==> src/rtl/md_sched.sv <==
// rtl/md_sched.sv - issue/stall scheduler for the E-stage multiply/divide unit
//
// Decides when an MD-class op in E may use the multiply/divide unit, drives
// the unit's start/control/read/write enables, stalls F/D/E while the unit
// is occupied, and cross-checks a modelled latency against md_busy.
//
// Optional feature macro: MD_SCHED_PERF_EN (stall-cycle counter on
// perf_stall_cnt; tied to zero when undefined).
//
// Ports:
//   clk            system clock
//   reset          asynchronous active-low reset
//   op_valid       E holds an MD-class instruction
//   op_kind        00 start-mul, 01 start-div, 10 mf hi/lo, 11 mt hi/lo
//   op_ctrl        MD control code forwarded on start
//   op_sel         01 hi, 10 lo for read/write kinds
//   int_req        interrupt/exception request from CP0
//   md_busy        unit busy
//   md_start       single-cycle unit start
//   md_ctrl        unit control code (000 when not issuing)
//   md_re / md_we  unit read / write enables
//   stall          freeze F/D/E this cycle
//   err_lat        sticky latency-mismatch / watchdog flag
//   perf_stall_cnt stall-cycle counter

module md_sched #(
    parameter int MUL_LAT    = 5,
    parameter int DIV_LAT    = 10,
    parameter int WDOG_SLACK = 2
) (
    input  logic        clk,
    input  logic        reset,
    input  logic        op_valid,
    input  logic [1:0]  op_kind,
    input  logic [2:0]  op_ctrl,
    input  logic [1:0]  op_sel,
    input  logic        int_req,
    input  logic        md_busy,
    output logic        md_start,
    output logic [2:0]  md_ctrl,
    output logic [1:0]  md_re,
    output logic [1:0]  md_we,
    output logic        stall,
    output logic        err_lat,
    output logic [31:0] perf_stall_cnt
);

    localparam int MAX_LAT = (MUL_LAT > DIV_LAT) ? MUL_LAT : DIV_LAT;
    localparam int CW      = $clog2(MAX_LAT + 1);
    localparam int WW      = $clog2(WDOG_SLACK + 2);

    typedef enum logic [1:0] {
        IDLE = 2'd0,
        RUN  = 2'd1,
        TAIL = 2'd2
    } state_t;

    state_t          state_q;
    logic [CW-1:0]   cnt_q;
    logic [WW-1:0]   wdog_q;
    logic            err_lat_q;
    logic [CW-1:0]   cnt_load_d;
    logic            free;
    logic            issue;
    logic            mul_class;

    assign free = (state_q == IDLE);

    // Outputs are gated by reset so they drop the instant reset asserts;
    // the unit shares this reset and must not see a start while held.
    assign issue = reset & op_valid & ~op_kind[1] & free & ~int_req;

    assign mul_class  = (op_ctrl == 3'b000) || (op_ctrl == 3'b001) || (op_ctrl == 3'b100);
    assign cnt_load_d = mul_class ? CW'(MUL_LAT) : CW'(DIV_LAT);

    assign md_start = issue;
    assign md_ctrl  = issue ? op_ctrl : 3'b000;
    assign md_re    = (reset && op_valid && op_kind == 2'b10 && free) ? op_sel : 2'b00;
    assign md_we    = (reset && op_valid && op_kind == 2'b11 && free && !int_req) ? op_sel : 2'b00;
    assign stall    = reset & op_valid & ~free;
    assign err_lat  = err_lat_q;

    always_ff @(posedge clk or negedge reset) begin
        if (!reset) begin
            state_q   <= IDLE;
            cnt_q     <= '0;
            wdog_q    <= '0;
            err_lat_q <= 1'b0;
        end else begin
            case (state_q)
                IDLE: begin
                    if (issue) begin
                        state_q <= RUN;
                        cnt_q   <= cnt_load_d;
                    end
                end
                RUN: begin
                    // Unit went idle before the model expected it to.
                    if (!md_busy && cnt_q > CW'(1)) begin
                        err_lat_q <= 1'b1;
                    end
                    cnt_q <= cnt_q - CW'(1);
                    if (cnt_q == CW'(1)) begin
                        state_q <= md_busy ? TAIL : IDLE;
                        wdog_q  <= '0;
                    end
                end
                TAIL: begin
                    if (!md_busy) begin
                        state_q <= IDLE;
                        wdog_q  <= '0;
                    end else if (wdog_q == WW'(WDOG_SLACK)) begin
                        // Slack exhausted: flag it and free the pipeline anyway.
                        err_lat_q <= 1'b1;
                        state_q   <= IDLE;
                        wdog_q    <= '0;
                    end else begin
                        wdog_q <= wdog_q + WW'(1);
                    end
                end
                default: begin
                    state_q <= IDLE;
                    cnt_q   <= '0;
                    wdog_q  <= '0;
                end
            endcase
        end
    end

`ifdef MD_SCHED_PERF_EN
    logic [31:0] perf_q;
    logic [31:0] perf_d;

    assign perf_d = perf_q + {31'd0, stall};

    always_ff @(posedge clk or negedge reset) begin
        if (!reset) begin
            perf_q <= 32'd0;
        end else begin
            perf_q <= perf_d;
        end
    end

    assign perf_stall_cnt = perf_q;
`else
    assign perf_stall_cnt = 32'd0;
`endif

endmodule
==> config.mk <==
export PLATFORM = sky130hd
export DESIGN_NAME = md_sched
export DESIGN_NICKNAME = d
export VERILOG_FILES = /design/src/rtl/md_sched.sv
export SDC_FILE = /design/constraint.sdc
export NUM_CORES = 1
export LEC_CHECK = 0
export CELL_PAD_IN_SITES_DETAIL_PLACEMENT = 1
export CELL_PAD_IN_SITES_GLOBAL_PLACEMENT = 2
export CORE_AREA = 3 3 63 79
export CTS_CLUSTER_SIZE = 16
export DETAILED_ROUTE_END_ITERATION = 8
export DIE_AREA = 0 0 66 82
export PLACE_DENSITY = 0.87
export SLEW_MARGIN = 20
export SYNTH_ARGS = -nofsm -noshare
export SYNTH_HDL_FRONTEND = slang
export SYNTH_SLANG_ARGS = --single-unit
==> constraint.sdc <==
create_clock -name clk -period 1.92 [get_ports clk]
set_input_delay 0.192 -clock clk [delete_from_list [all_inputs] [get_ports clk]]
set_output_delay 0.192 -clock clk [all_outputs]
set_load 0.05 [all_outputs]
==> results.json <==
{
  "grt_max_degree": 12,
  "syn_avg_cell_area_um2": 8.93,
  "die_w_um": 66,
  "die_h_um": 82,
  "wl_per_cell_um": 11.0,
  "coreArea_um2": 4360,
  "ctsHoldBuffers": 0,
  "grt_overflow": 0,
  "grtUsageTotal": 0.0753,
  "drt-total-wl_mm": 2.03,
  "fin_crit_sh": 0.932,
  "final_nets": 141,
  "fin_area_um2": 1200,
  "async_reset_ff_frac": 1.00,
  "grt_pass1_vias": 669,
  "synth_common_cells": "buf_4, dfrtp_1, inv_1, nor2_1, and2_1",
  "post_cts_buffers": 0,
  "cp_max_fo": 11,
  "finalPower_mw": 1.25,
  "yosysWarningCount": 0,
  "yosys.cell_count.top_type": "buf_4",
  "final_cells": 184,
  "area_growth_pct": 34.6,
  "fin_skew_ns": 0.00160,
  "ys_ff_latch": 9,
  "critPathKind": "register to primary output",
  "cts.clk_slew.worst_paths_ns": 0.05,
  "cts_buffer_depth": 2,
  "drt_iter0_drc": 6,
  "power_density_nw_per_um2": 1040,
  "drcViolationCount": 0,
  "num_rows": 27,
  "cp.arrival_ns": 1.60,
  "fmax_mhz": 559,
  "cts_resized": 0,
  "dp_hpwl_mm": 1.74,
  "placedCellCount": 180,
  "end_kind": "primary output",
  "dpl_cell_area_um2": 1160,
  "fp.dieArea_um2": 5410,
  "start_kind": "register",
  "antennaDiodeCount": 0,
  "synth-seq-area-share": 0.252,
  "antenna_found_initial": 0,
  "hold_path_class": "input pin to asynchronous set/reset pin",
  "synth.distinct_cells": 39,
  "tns_ns": 0,
  "drt_pass1_iterations": 3,
  "slew_violations": 0,
  "leakage_nw": 0.521,
  "clockRootBuffer": "clkbuf_8",
  "cap_violations": 0,
  "pin_count": 54,
  "ir_drop_uv": 447,
  "layout-drive-gt1-share": 0.183,
  "hold_viol_final": 0,
  "clk_latency_ns": 0.24,
  "cp.required_ns": 1.73,
  "grt_pass1_wl_mm": 3.15,
  "rsz0062_at_grt": "false",
  "cts_inserted_buffers": 3,
  "gp_congestion": 0.687,
  "synth_top_area_frac": 0.269,
  "io_buffers": 21,
  "via_count": 708,
  "synth_top_area_cell": "buf_4",
  "synth.area.top_cells": "buf_4, dfrtp_1, and2_1",
  "synth_edf_count": 0,
  "viasPerCell": 3.85,
  "period_minus_slack_ns": 1.79,
  "cts_tree": "yes",
  "setup_viol_count_final": 0,
  "ant_nets": 0,
  "clock-sinks": 9,
  "ys.flop_type": "dfrtp_1",
  "initial_core_util": 0.205,
  "outcome": "completed",
  "syn-cell-area_um2": 893,
  "h-tree-depth": 1,
  "syn-instance-count": 100
}
-- registers in the layout, summed over array words and instances (netlist names) --
name and count:
wdog_q 2, err_lat 1, cnt_q 4, state_q 2
-- layer usage --
layer	vias up	global-route usage	routed length (µm)
met1	338	0.0863	756
met2	34	0.134	1060
met4	0	0.0366	33
met5	-	0	0
li1	334	-	-
met3	2	0.0123	181
-- report_power, final --
group / internal, mW / total [mW] / switching (mW)
combinational: 0.240 / 0.635 / 0.395
sequential: 0.263 / 0.384 / 0.121
clock: 0.145 / 0.228 / 0.0826
total: 0.649 / 1.25 / 0.598
-- path summary, 6_finish.rpt --
check	startpoint	to	slack (ns)	cells after the start
setup / recovery	state_q[1]	md_ctrl[2]	0.13	4
hold / removal	reset	wdog_q[1]	0.37	2
setup reg to reg	state_q[1]	state_q[0]	0.58	4
hold reg to reg	err_lat	err_lat	0.49	1
max in group asynchronous	reset	err_lat	1.42	2
min in group clk	err_lat	err_lat	0.49	1
-- area by class of cell --
type                            count  area [µm²]
Fill cell                         513        3160
Multi-Input combinational cell     83         514
Timing Repair Buffer               24         323
Sequential cell                     9         225
Tap cell                           58        72.6
Clock buffer                        4        45.0
Inverter                            6        22.5
-- cell usage in the layout, fill, tap and decap left out, drive strengths merged --
cell type	synthesis	layout
a21boi	1	1
a21oi	4	4
a221o	1	1
a22o	1	1
a32oi	1	1
and2	4	4
and2b	1	1
and4bb	1	1
buf	33	12
clkbuf	0	4
clkdlybuf4s50	0	12
conb	1	32
dfrtp	9	9
ha	2	2
inv	6	6
mux2i	1	1
nand2	1	1
nand2b	3	3
nand3	2	2
nand3b	1	1
nand4	2	2
nand4b	1	1
nand4bb	1	1
nor2	7	7
nor3b	2	2
nor4	1	1
nor4b	1	1
o211ai	1	1
o21ai	4	4
o221ai	1	1
o2bb2ai	1	1
o311ai	1	1
o31a	1	1
o31ai	1	1
or2	1	1
xor2	1	1
-- metrics by stage --
step	hold slack, ns	utilization	setup slack, ns
2_1_floorplan	-0.104	-	0.0190
3_3_place_gp	0.475	0.266	0.235
3_5_place_dp	0.466	0.266	0.161
4_1_cts	0.394	0.276	0.0978
5_1_grt	0.412	0.276	0.00398
6_report	0.372	0.276	0.130
-- critical path, cell delays in order (launching register included) --
cell and delay, ns:
dfrtp_1 0.51, nor2_4 0.23, nor4b_4 0.27, and2_2 0.22, buf_12 0.13
-- cells by family (layout without fill, tap and decap cells) --
group	after synthesis	after routing	share of synthesized area
XOR/XNOR	1	1	0.00981
buffers and inverters	39	34	0.307
AO/OA/AOI/OAI	18	18	0.144
AND/OR/NAND/NOR	29	29	0.244
other	1	32	0.00420
adder cells (fa/ha/maj)	2	2	0.0280
flip-flops	9	9	0.252
multiplexers	1	1	0.0112
No activity file was read; power rests on OpenSTA's default activity.
